==> src/rtl/riscv_fetch_unit_pkg.sv <==
// Shared fetch-stage types: redirect source encoding, fetch buffer entry and FSM states.
package riscv_fetch_unit_pkg;

   typedef logic [31:0] uint32;
   typedef logic [31:0] raw_instr_t;

   typedef enum logic [2:0] {
      PC_PLUS_4 = 3'b000,
      PC_BRANCH = 3'b001,
      PC_JUMP   = 3'b010,
      PC_MTVEC  = 3'b011,
      PC_MEPEC  = 3'b100
   } pc_next_t;

   typedef struct packed {
      raw_instr_t instr;
      uint32      pc;
      logic       misaligned;
   } fetch_entry_t;

   typedef enum logic [1:0] {
      ST_RUN   = 2'b00,
      ST_DRAIN = 2'b01,
      ST_HALT  = 2'b10
   } fetch_state_t;

   function automatic logic is_misaligned(input uint32 addr);
      return (addr[1:0] != 2'b00);
   endfunction

endpackage

==> src/rtl/riscv_fetch_unit_fifo.sv <==
// Registered in-order buffer of fetch entries with flush; head is read straight from storage.
module fetch_fifo
   import riscv_fetch_unit_pkg::*;
#(
   parameter int DEPTH = 2
) (
   input  logic                     clk,
   input  logic                     rst_n,
   input  logic                     flush,
   input  logic                     push,
   input  fetch_entry_t             push_data,
   input  logic                     pop,
   output fetch_entry_t             head,
   output logic                     empty,
   output logic                     full,
   output logic [$clog2(DEPTH):0]   count
);

   localparam int AW = $clog2(DEPTH);
   localparam int CW = AW + 1;

   fetch_entry_t    mem_r [DEPTH];
   logic [AW-1:0]   wr_ptr_r;
   logic [AW-1:0]   rd_ptr_r;
   logic [CW-1:0]   count_r;
   logic            do_push_s;
   logic            do_pop_s;

   assign empty     = (count_r == CW'(0));
   assign full      = (count_r == CW'(DEPTH));
   assign count     = count_r;
   assign head      = mem_r[rd_ptr_r];
   assign do_push_s = push && !full;
   assign do_pop_s  = pop && !empty;

   // Storage, pointers and occupancy; flush discards everything but keeps storage contents
   always_ff @(posedge clk or negedge rst_n) begin
      if (!rst_n) begin
         for (int i = 0; i < DEPTH; i++) begin
            mem_r[i] <= '0;
         end
         wr_ptr_r <= '0;
         rd_ptr_r <= '0;
         count_r  <= '0;
      end else if (flush) begin
         wr_ptr_r <= '0;
         rd_ptr_r <= '0;
         count_r  <= '0;
      end else begin
         if (do_push_s) begin
            mem_r[wr_ptr_r] <= push_data;
            wr_ptr_r        <= wr_ptr_r + AW'(1);
         end
         if (do_pop_s) begin
            rd_ptr_r <= rd_ptr_r + AW'(1);
         end
         count_r <= count_r + CW'(do_push_s) - CW'(do_pop_s);
      end
   end

endmodule

==> src/rtl/riscv_fetch_unit.sv <==
// Instruction fetch stage: PC, credit-limited memory requests, wrong-path drop and misaligned-target marker.
module riscv_fetch_unit
   import riscv_fetch_unit_pkg::*;
#(
   parameter uint32 RESET_PC = 32'h0000_0000,
   parameter int    DEPTH    = 2
) (
   input  logic        clk,
   input  logic        rst_n,
   input  logic        redirect_valid,
   input  pc_next_t    pc_next_sel,
   input  logic [31:0] branch_target,
   input  logic [31:0] jump_target,
   input  logic [31:0] mtvec,
   input  logic [31:0] mepc,
   output logic        imem_req_valid,
   output logic [31:0] imem_req_addr,
   input  logic        imem_req_ready,
   input  logic        imem_rsp_valid,
   input  logic [31:0] imem_rsp_data,
   output logic        instr_valid,
   input  logic        instr_ready,
   output raw_instr_t  instr_raw,
   output logic [31:0] instr_pc,
   output logic        instr_misaligned
);

   localparam int AW = $clog2(DEPTH);
   localparam int CW = AW + 1;
   localparam int SW = CW + 1;

   uint32          fpc_r;
   logic [CW-1:0]  outstanding_r;
   logic [CW-1:0]  drop_r;
   fetch_state_t   state_r;
   logic           mis_pend_r;
   logic           req_en_r;
   uint32          pcq_r [DEPTH];
   logic [AW-1:0]  pcq_wr_r;
   logic [AW-1:0]  pcq_rd_r;

   logic           sel_hit_s;
   uint32          target_s;
   logic           take_s;
   logic           pop_s;
   logic           credit_ok_s;
   logic           req_fire_s;
   logic [CW-1:0]  outstanding_nxt_s;
   logic           rsp_keep_s;
   logic           mark_s;
   logic           push_s;
   fetch_entry_t   push_entry_s;
   fetch_entry_t   fifo_head_s;
   logic           fifo_empty_s;
   logic           fifo_full_s;
   logic [CW-1:0]  fifo_count_s;

   // Redirect source decode and the entry written into the buffer
   always_comb begin
      sel_hit_s    = 1'b0;
      target_s     = 32'h0000_0000;
      push_entry_s = '0;
      case (pc_next_sel)
         PC_BRANCH: begin sel_hit_s = 1'b1; target_s = branch_target; end
         PC_JUMP:   begin sel_hit_s = 1'b1; target_s = jump_target;   end
         PC_MTVEC:  begin sel_hit_s = 1'b1; target_s = mtvec;         end
         PC_MEPEC:  begin sel_hit_s = 1'b1; target_s = mepc;          end
         default:   begin sel_hit_s = 1'b0; target_s = 32'h0000_0000; end
      endcase
      if (mark_s) begin
         push_entry_s.instr      = 32'h0000_0000;
         push_entry_s.pc         = fpc_r;
         push_entry_s.misaligned = 1'b1;
      end else begin
         push_entry_s.instr      = imem_rsp_data;
         push_entry_s.pc         = pcq_r[pcq_rd_r];
         push_entry_s.misaligned = 1'b0;
      end
   end

   assign take_s      = redirect_valid && sel_hit_s;
   assign pop_s       = instr_valid && instr_ready;
   // A consumer pop this cycle frees a slot, which keeps one request per cycle flowing at DEPTH=2
   assign credit_ok_s = (SW'(outstanding_r) + SW'(fifo_count_s)) < (SW'(DEPTH) + SW'(pop_s));
   assign imem_req_valid = req_en_r && credit_ok_s;
   assign imem_req_addr  = fpc_r;
   assign req_fire_s  = imem_req_valid && imem_req_ready;
   assign outstanding_nxt_s = outstanding_r + CW'(req_fire_s) - CW'(imem_rsp_valid);
   assign rsp_keep_s  = imem_rsp_valid && (drop_r == CW'(0)) && !take_s;
   assign mark_s      = mis_pend_r && (drop_r == CW'(0)) && !take_s && !fifo_full_s;
   assign push_s      = rsp_keep_s || mark_s;

   fetch_fifo #(.DEPTH(DEPTH)) u_fifo (
      .clk       (clk),
      .rst_n     (rst_n),
      .flush     (take_s),
      .push      (push_s),
      .push_data (push_entry_s),
      .pop       (pop_s),
      .head      (fifo_head_s),
      .empty     (fifo_empty_s),
      .full      (fifo_full_s),
      .count     (fifo_count_s)
   );

   assign instr_valid      = !fifo_empty_s;
   assign instr_raw        = fifo_head_s.instr;
   assign instr_pc         = fifo_head_s.pc;
   assign instr_misaligned = fifo_head_s.misaligned;

   // Fetch PC, credit/drop counters, request PC queue and RUN/DRAIN/HALT control
   always_ff @(posedge clk or negedge rst_n) begin
      if (!rst_n) begin
         fpc_r         <= RESET_PC;
         outstanding_r <= '0;
         drop_r        <= '0;
         state_r       <= ST_RUN;
         mis_pend_r    <= 1'b0;
         req_en_r      <= 1'b0;
         pcq_wr_r      <= '0;
         pcq_rd_r      <= '0;
         for (int i = 0; i < DEPTH; i++) begin
            pcq_r[i] <= 32'h0000_0000;
         end
      end else begin
         outstanding_r <= outstanding_nxt_s;
         if (req_fire_s) begin
            pcq_r[pcq_wr_r] <= fpc_r;
            pcq_wr_r        <= pcq_wr_r + AW'(1);
         end
         // Every response retires its queued PC, whether kept or dropped
         if (imem_rsp_valid) begin
            pcq_rd_r <= pcq_rd_r + AW'(1);
         end
         if (take_s) begin
            fpc_r      <= target_s;
            drop_r     <= outstanding_nxt_s;
            mis_pend_r <= is_misaligned(target_s);
            req_en_r   <= !is_misaligned(target_s);
            state_r    <= (outstanding_nxt_s != CW'(0)) ? ST_DRAIN : ST_RUN;
         end else begin
            if (req_fire_s) begin
               fpc_r <= fpc_r + 32'd4;
            end
            if (imem_rsp_valid && (drop_r != CW'(0))) begin
               drop_r <= drop_r - CW'(1);
            end
            mis_pend_r <= mis_pend_r && !mark_s;
            req_en_r   <= !mark_s && !mis_pend_r && (state_r != ST_HALT);
            case (state_r)
               ST_RUN:   state_r <= mark_s ? ST_HALT : ST_RUN;
               ST_DRAIN: state_r <= (imem_rsp_valid && (drop_r == CW'(1))) ? ST_RUN : ST_DRAIN;
               ST_HALT:  state_r <= ST_HALT;
               default:  state_r <= ST_RUN;
            endcase
         end
      end
   end

endmodule
==> config.mk <==
export PLATFORM = sky130hd
export DESIGN_NAME = riscv_fetch_unit
export DESIGN_NICKNAME = d
export VERILOG_FILES = /design/src/rtl/riscv_fetch_unit_pkg.sv /design/src/rtl/riscv_fetch_unit_fifo.sv /design/src/rtl/riscv_fetch_unit.sv
export SDC_FILE = /design/constraint.sdc
export NUM_CORES = 1
export LEC_CHECK = 0
export BUFFER_PORTS_ARGS = -buffer_cell sky130_fd_sc_hd__buf_2
export CAP_MARGIN = 10
export CORE_MARGIN = 3
export CORE_UTILIZATION = 30
export CTS_CLUSTER_SIZE = 30
export DETAILED_ROUTE_END_ITERATION = 16
export GPL_ROUTABILITY_DRIVEN = 0
export GPL_TIMING_DRIVEN = 0
export MAX_ROUTING_LAYER = met4
export PLACE_DENSITY_LB_ADDON = 0.1
export SYNTH_ARGS = -nofsm -noshare
export SYNTH_HDL_FRONTEND = slang
export SYNTH_HIERARCHICAL = 1
export SYNTH_SLANG_ARGS = --single-unit
==> constraint.sdc <==
create_clock -name clk -period 4.26 [get_ports clk]
set_input_delay 0.639 -clock clk [delete_from_list [all_inputs] [get_ports clk]]
set_output_delay 0.639 -clock clk [all_outputs]
set_load 0.05 [all_outputs]
==> qor.yml, run 1 <==
placed_design:
  io_buffers: 266
  hpwl_um: 28400
yosys:
  synth_edf_count: 0
  synth_cells: 1034
  syn_nets: 1212
  synth_top_area_share_pct: 48.0
  synth_common_cells: "dfrtp_1, mux2_2, nand2_1"
  ys_seq_area_share_pct: 48.0
  synth_most_common_cell: "dfrtp_1"
  synth_cell_types: 62
  synth.top_cells.by_area: "dfrtp_1, mux2_2, mux2i_1"
  synthFlopType: "dfrtp_1"
  netlist_area_um2: 12500
  syn_area_per_cell_um2: 12.1
  ys_ff_latch: 240
  synthArstFlopShare_pct: 100
  synth.largest_area_cell: "dfrtp_1"
  yosysWarningCount: 6
clocking:
  cts_root_buffer: "clkbuf_16"
  path_clk_slew_ns: 0.06
  cts_buffers: 29
  clock_latency_ns: 0.54
  cts_htree_levels: 1
  postCtsSetupRepairBufs: 0
  cts_buffer_depth: 3
  clkSinkCount: 240
  tritoncts: "done"
timing:
  relSlewSlack_pct: 41.1
  fin_crit_sh_pct: 91.7
  rsz0062_at_grt: "no"
  max_clock_freq_mhz: 256
  setup_viol: 0
  finalHoldViolCount: 0
  report.final.slew_viol_count: 0
  tightest_slew_ns: 0.883
  tns_ns: 0
  fin_worst_skew_ns: 0.0103
  min_period_ns: 3.90
floorplan:
  initial_utilization_pct: 30.5
  dieHeight_um: 210
  die_w_um: 210
  die-area_um2: 44200
  pin_count: 268
  std_cell_rows: 74
  core_area_um2: 41000
pwr:
  p_per_area_nw_per_um2: 723
  ir_drop_uv: 247
  leakage_nw: 7.27
worst_setup_path:
  worstSetupPathType: "input port to flip-flop"
  cp_cell_sequence: "buf_2, o21ba_1, o21ai_2, inv_2, nor3b_4, clkbuf_1, a31o_2, inv_2, nor4_4, buf_6, buf_6, mux2_1"
  cp_top_family: "buffers and inverters"
  critPathMaxStageDelay_ns: 0.64
  crit_path_end_kind: "flip-flop"
  startpoint_type: "input port"
  worstPathArrival_ns: 4.32
  worst-path-max-fanout: 10
  cp_slowest_cell: "nor3b_4"
  cp.required_ns: 4.67
  critPathBufInv: 6
layout:
  utilization_pct: 37.8
  syn_to_final_growth_pct: 23.9
  drive_gt1_share_pct: 42.8
  n_fill_cell: 4084
  nets: 1512
drt:
  drc_errors: 0
  drtAntennaViolNets: 0
  routedWlPerCell_um: 19.9
  totalWireLength_um: 37600
  first_pass_iters: 5
  via_per_inst: 4.85
  vias: 9150
  drt_iter0_drc: 396
hold_path:
  worstHoldPathType: "input port to flip-flop"
global_routing:
  grt_pass1_wl_um: 58600
  grt_max_degree: 104
  antenna_found_initial: 1
  grt_overflow: 0
  grt_pass1_vias: 9877
  track_usage_pct: 17.5
job:
  maxCapViolCount: 0
run_status:
  status: "finished, final reports clean"
final cells by class:
cell class	count	area [um2]	area share (%)
Timing Repair Buffer	269	1410	9.07
Inverter	15	58.8	0.379
Multi-Input combinational cell	707	6020	38.8
Clock inverter	7	62.6	0.404
Tap cell	532	666	4.29
Sequential cell	240	6010	38.7
Antenna cell	1	2.50	0.0161
Clock buffer	44	852	5.50
Buffer	72	433	2.79
per-stage QoR:
| stage | hold slack (ns) | std cells | total power (W) | cell area [um2] | setup slack [ns] |
|---|---|---|---|---|---|
| floorplan | 0.343 | 1034 | 0.00758 | 12500 | 1.07 |
| global placement | 0.417 | 1832 | 0.00889 | 14500 | -2.14 |
| detailed placement | 0.417 | 1834 | 0.00896 | 14600 | -0.540 |
| CTS | 0.320 | 1886 | 0.0114 | 15500 | 0.0477 |
| global route | 0.352 | 1887 | 0.0119 | 15500 | 0.124 |
| finish | 0.368 | 1887 | 0.0112 | 15500 | 0.356 |
per-layer routing:
layer | GRT usage [%] | wire length [um] | vias up
li1 | - | - | 4347
met1 | 22.1 | 16700 | 4492
met2 | 29.5 | 18100 | 266
met3 | 2.72 | 2020 | 45
met4 | 4.35 | 805 | 0
met5 | - | 0 | -
timing repair:
action / 4_1_cts / 5_1_grt
endpoints found under the hold margin: 40 / 0
hold buffers: 1 / 0
endpoints found under the setup margin: 0 / 60
resized for setup: 0 / 1
sequential cells by signal, summed over array words and instances, names as in the netlist:
register and cells:
drop_r 2, u_fifo/rd_ptr_r 1, pcq_rd_r 1, imem_req_addr 32, req_en_r 1, u_fifo/wr_ptr_r 1
u_fifo/mem_r 130, state_r 2, outstanding_r 2, pcq_wr_r 1, pcq_r 64, u_fifo/count 2
mis_pend_r 1
cells by family (layout without fill, tap and decap cells):
group | after synthesis | in the layout | share of synthesized area (%)
AO/OA/AOI/OAI | 158 | 158 | 8.02
XOR/XNOR | 33 | 33 | 2.31
adder cells (fa/ha/maj) | 9 | 9 | 0.960
buffers and inverters | 87 | 407 | 3.93
flip-flops | 240 | 240 | 48.0
multiplexers | 321 | 321 | 28.3
other | 0 | 1 | 0
AND/OR/NAND/NOR | 186 | 186 | 8.47
placed cells by master, fill, tap and decap left out, types with 5 or more instances in the layout:
master / count
nand3_1: 7
ha_1: 8
nor3_2: 5
buf_4: 5
mux2_2: 204
and3_1: 5
nand4_1: 13
nor2b_1: 42
nor4_2: 5
o21ai_0: 42
xor2_1: 13
o21ai_1: 24
clkbuf_1: 37
clkbuf_16: 29
o22ai_1: 28
clkbuf_8: 7
nor2_1: 11
clkinv_2: 5
buf_6: 16
nand2b_1: 7
a22oi_1: 29
xnor2_1: 20
inv_1: 11
buf_2: 284
nand2_1: 67
mux2i_1: 62
dfrtp_1: 240
a21oi_1: 9
mux2_1: 55
path summary, 6_finish.rpt:
path,startpoint,end,slack [ns],cells past startpoint
worst max register to register,u_fifo/count[0]$_DFF_PN0_,u_fifo/mem_r[120]$_DFFE_PN0P_,0.51,11
min in group asynchronous,rst_n,u_fifo/mem_r[54]$_DFFE_PN0P_,0.58,2
worst min-delay path,imem_rsp_valid,pcq_rd_r$_DFFE_PN0P_,0.37,2
worst max-delay path,pc_next_sel[0],u_fifo/mem_r[120]$_DFFE_PN0P_,0.36,12
worst min register to register,state_r[0]$_DFF_PN0_,state_r[1]$_DFF_PN0_,0.42,1
max in group asynchronous,rst_n,pcq_r[16]$_DFFE_PN0P_,2.80,3
report_power, final:
group	internal [W]	leakage, nW	switching [W]
Sequential	0.00321	3.07	0.000532
Clock	0.00142	0.451	0.000937
Combinational	0.00193	3.75	0.00317
Total	0.00656	7.27	0.00464
No activity file was read; power rests on OpenSTA's default activity.
==> run 2: changes to the inputs <==
--- a/config.mk
+++ b/config.mk
@@ -15,6 +15,7 @@
 export GPL_TIMING_DRIVEN = 0
 export MAX_ROUTING_LAYER = met4
 export PLACE_DENSITY_LB_ADDON = 0.1
+export RECOVER_POWER = 50
 export SYNTH_ARGS = -nofsm -noshare
 export SYNTH_HDL_FRONTEND = slang
 export SYNTH_HIERARCHICAL = 1
==> run 2 against run 1 <==
  * The flow now finishes with violations (capacitance limit, slew limit)
  * Wire length about the same
  * Fmax up 1.4%
  * Core utilization down 0.18 points
  * Combinational power down 0.8%
  * Critical path type unchanged
==> qor.yml, run 2 (same netlist as run 1, synthesis figures left out) <==
floorplan:
  die-area_um2: 44200  # unchanged
  core_area_um2: 41000  # unchanged
  initial_utilization_pct: 30.5  # unchanged
  pin_count: 268  # unchanged
  die_w_um: 210  # unchanged
  std_cell_rows: 74  # unchanged
  dieHeight_um: 210  # unchanged
layout:
  syn_to_final_growth_pct: 23.4  # was 23.9%
  drive_gt1_share_pct: 40.0  # was 42.8%
  multi_input_area_um2: 6000  # was 6020 um2
  final_cell_mix: "buf_2, dfrtp_1, mux2_2"  # unchanged
  n_fill_cell: 4104  # was 4084
  utilization_pct: 37.6  # was 37.8%
  largest_register_ffs: 130  # unchanged
  layout_commonest_cell: "buf_2"  # unchanged
  seqCellArea_um2: 6010  # unchanged
  nets: 1512  # unchanged
  fin_area_um2: 15400  # was 15500 um2
  top_register: "u_fifo/mem_r"  # unchanged
drt:
  drtAntennaViolNets: 0  # unchanged
  drt_iter0_drc: 427  # was 396
  vias: 9150  # unchanged
  totalWireLength_um: 37600  # about the same
  first_pass_iters: 5  # unchanged
  drc_errors: 0  # unchanged
  routedWlPerCell_um: 19.9  # about the same
  via_per_inst: 4.85  # unchanged
global_routing:
  track_usage_pct: 17.5  # unchanged
  grt_pass1_wl_um: 58600  # unchanged
  grt_max_degree: 104  # unchanged
  grt_pass1_vias: 9877  # unchanged
  grt_overflow: 0  # unchanged
  antenna_found_initial: 1  # unchanged
timing:
  finalHoldViolCount: 0  # unchanged
  fin_crit_sh_pct: 90.4  # was 91.7%
  tightest_slew_ns: 2.59  # was 0.883 ns
  max_clock_freq_mhz: 260  # was 256 MHz
  min_period_ns: 3.85  # was 3.90 ns
  rsz0062_at_grt: "no"  # unchanged
  relSlewSlack_pct: -72.4  # was 41.1%
  fin_worst_skew_ns: 0.00801  # was 0.0103 ns
  report.final.slew_viol_count: 41  # was 0
  setup_viol: 0  # unchanged
worst_setup_path:
  critPathMaxStageDelay_ns: 0.62  # was 0.64 ns
  cp_cell_sequence: "buf_2, o21ba_1, o21ai_2, inv_2, nor3b_4, clkbuf_1, a31o_2, inv_2, nor4_4, buf_6, buf_6, mux2_1"  # unchanged
  ff2ff_path_depth: 11  # unchanged
  worst-path-max-fanout: 10  # unchanged
  cp-endpoint: "u_fifo/mem_r[120]$_DFFE_PN0P_"  # unchanged
  cp.required_ns: 4.68  # was 4.67 ns
  rr_startpoint: "u_fifo/count[1]$_DFF_PN0_"  # was u_fifo/count[0]$_DFF_PN0_
  cp_slowest_cell: "nor3b_4"  # unchanged
  crit_path_end_kind: "flip-flop"  # unchanged
  rrSetupSlack_ns: 0.57  # was 0.51 ns
  startpoint: "pc_next_sel[0]"  # unchanged
  rr_endpoint: "u_fifo/mem_r[120]$_DFFE_PN0P_"  # unchanged
  worstPathArrival_ns: 4.27  # was 4.32 ns
  startpoint_type: "input port"  # unchanged
  worstSetupPathType: "input port to flip-flop"  # unchanged
clocking:
  cts_root_buffer: "clkbuf_16"  # unchanged
  cts_buffer_depth: 3  # unchanged
  tritoncts: "done"  # unchanged
  postCtsSetupRepairBufs: 0  # unchanged
  cts_htree_levels: 1  # unchanged
  clkSinkCount: 240  # unchanged
  cts_buffers: 29  # unchanged
  path_clk_slew_ns: 0.06  # about the same
  clock_latency_ns: 0.54  # about the same
run_status:
  violations: "capacitance limit, slew limit"
  status: "complete, but fails checks"  # was finished, final reports clean
pwr:
  power_w: 0.0112  # about the same
  ir_drop_uv: 246  # was 247 uV
  p_per_area_nw_per_um2: 724  # was 723 nW/um2
  leakage_nw: 7.14  # was 7.27 nW
hold_path:
  timing.hold.worst_path_depth: 2  # unchanged
  worstHoldPathType: "input port to flip-flop"  # unchanged
placed_design:
  io_buffers: 266  # unchanged
  place_area_um2: 14600  # unchanged
  hpwl_um: 28400  # unchanged
job:
  maxCapViolCount: 1  # was 0
[run 2: cell types whose count changed in the layout (fill, tap and decap cells not counted)]
cell        previous run  this run
o21ai_1               24        22
buf_2                284       250
nor4_2                 5         4
a211oi_4               1         0
clkbuf_1              37        73
o21ai_0               42        44
nor4_1                 1         2
buf_8                  1         0
clkinvlp_2             0         1
buf_1                  3         2
inv_4                  1         0
a211oi_1               0         1
[run 2: worst min-delay path by stage]
| stage | from | to | slack (ns) |
|---|---|---|---|
| 4_1_cts | imem_rsp_valid | pcq_rd_r$_DFFE_PN0P_ | 0.32 |
| 2_1_floorplan | rst_n | drop_r[0]$_DFFE_PN0P_ | 0.34 |
| 3_5_place_dp | state_r[0]$_DFF_PN0_ | state_r[1]$_DFF_PN0_ | 0.42 |
| 3_3_place_gp | state_r[0]$_DFF_PN0_ | state_r[1]$_DFF_PN0_ | 0.42 |
| 6_report | imem_rsp_valid | pcq_rd_r$_DFFE_PN0P_ | 0.37 |
| 5_1_grt | imem_rsp_valid | pcq_rd_r$_DFFE_PN0P_ | 0.35 |
[run 2: power breakdown]
group | internal [W] | switching, W | total (W)
registers | 0.00321 | 0.000533 | 0.00374
logic | 0.00190 | 0.00316 | 0.00506
clock network | 0.00142 | 0.000938 | 0.00236
[run 2: repair_timing]
action                                  in CTS  in global routing
endpoints found under the hold margin       40                  0
resized for setup                            0                  1
endpoints found under the setup margin       0                 60
hold buffers                                 1                  0
[run 2: final cells by class]
| type | count | share of cell area [%] |
|---|---|---|
| clock inverter | 7 | 0.405 |
| clock buffer | 44 | 5.52 |
| tap | 532 | 4.31 |
| multi-input combinational | 707 | 38.9 |
| buffer | 72 | 2.80 |
| inverter | 15 | 0.373 |
| sequential | 240 | 38.9 |
| antenna | 1 | 0.0162 |
| timing repair buffer | 269 | 8.77 |
[run 2: through the flow]
stage	hold slack [ns]	worst slack [ns]	std cells	TNS, ns
after floorplan	0.343	1.07	1034	0
after global placement	0.417	-2.14	1832	-542.64
after CTS	0.320	0.0477	1886	0
final	0.367	0.409	1887	0
after detailed placement	0.417	-0.540	1834	-40.46
after global routing	0.352	0.124	1887	0
[run 2: per-layer routing]
layer  wire length (um)  up-vias  GRT usage, %
li1                   -     4349             -
met1              16700     4478          22.1
met2              18200      278          29.5
met3               1980       45          2.72
met4                800        0          4.35
met5                  0        -             -
[run 2: worst max-delay path: cells and delay by family]
kind / cells / cell delay (ns)
multiplexers: 1 / 0.34
AND/OR/NAND/NOR: 2 / 1.00
AO/OA/AOI/OAI: 3 / 0.84
buffers and inverters: 6 / 1.42
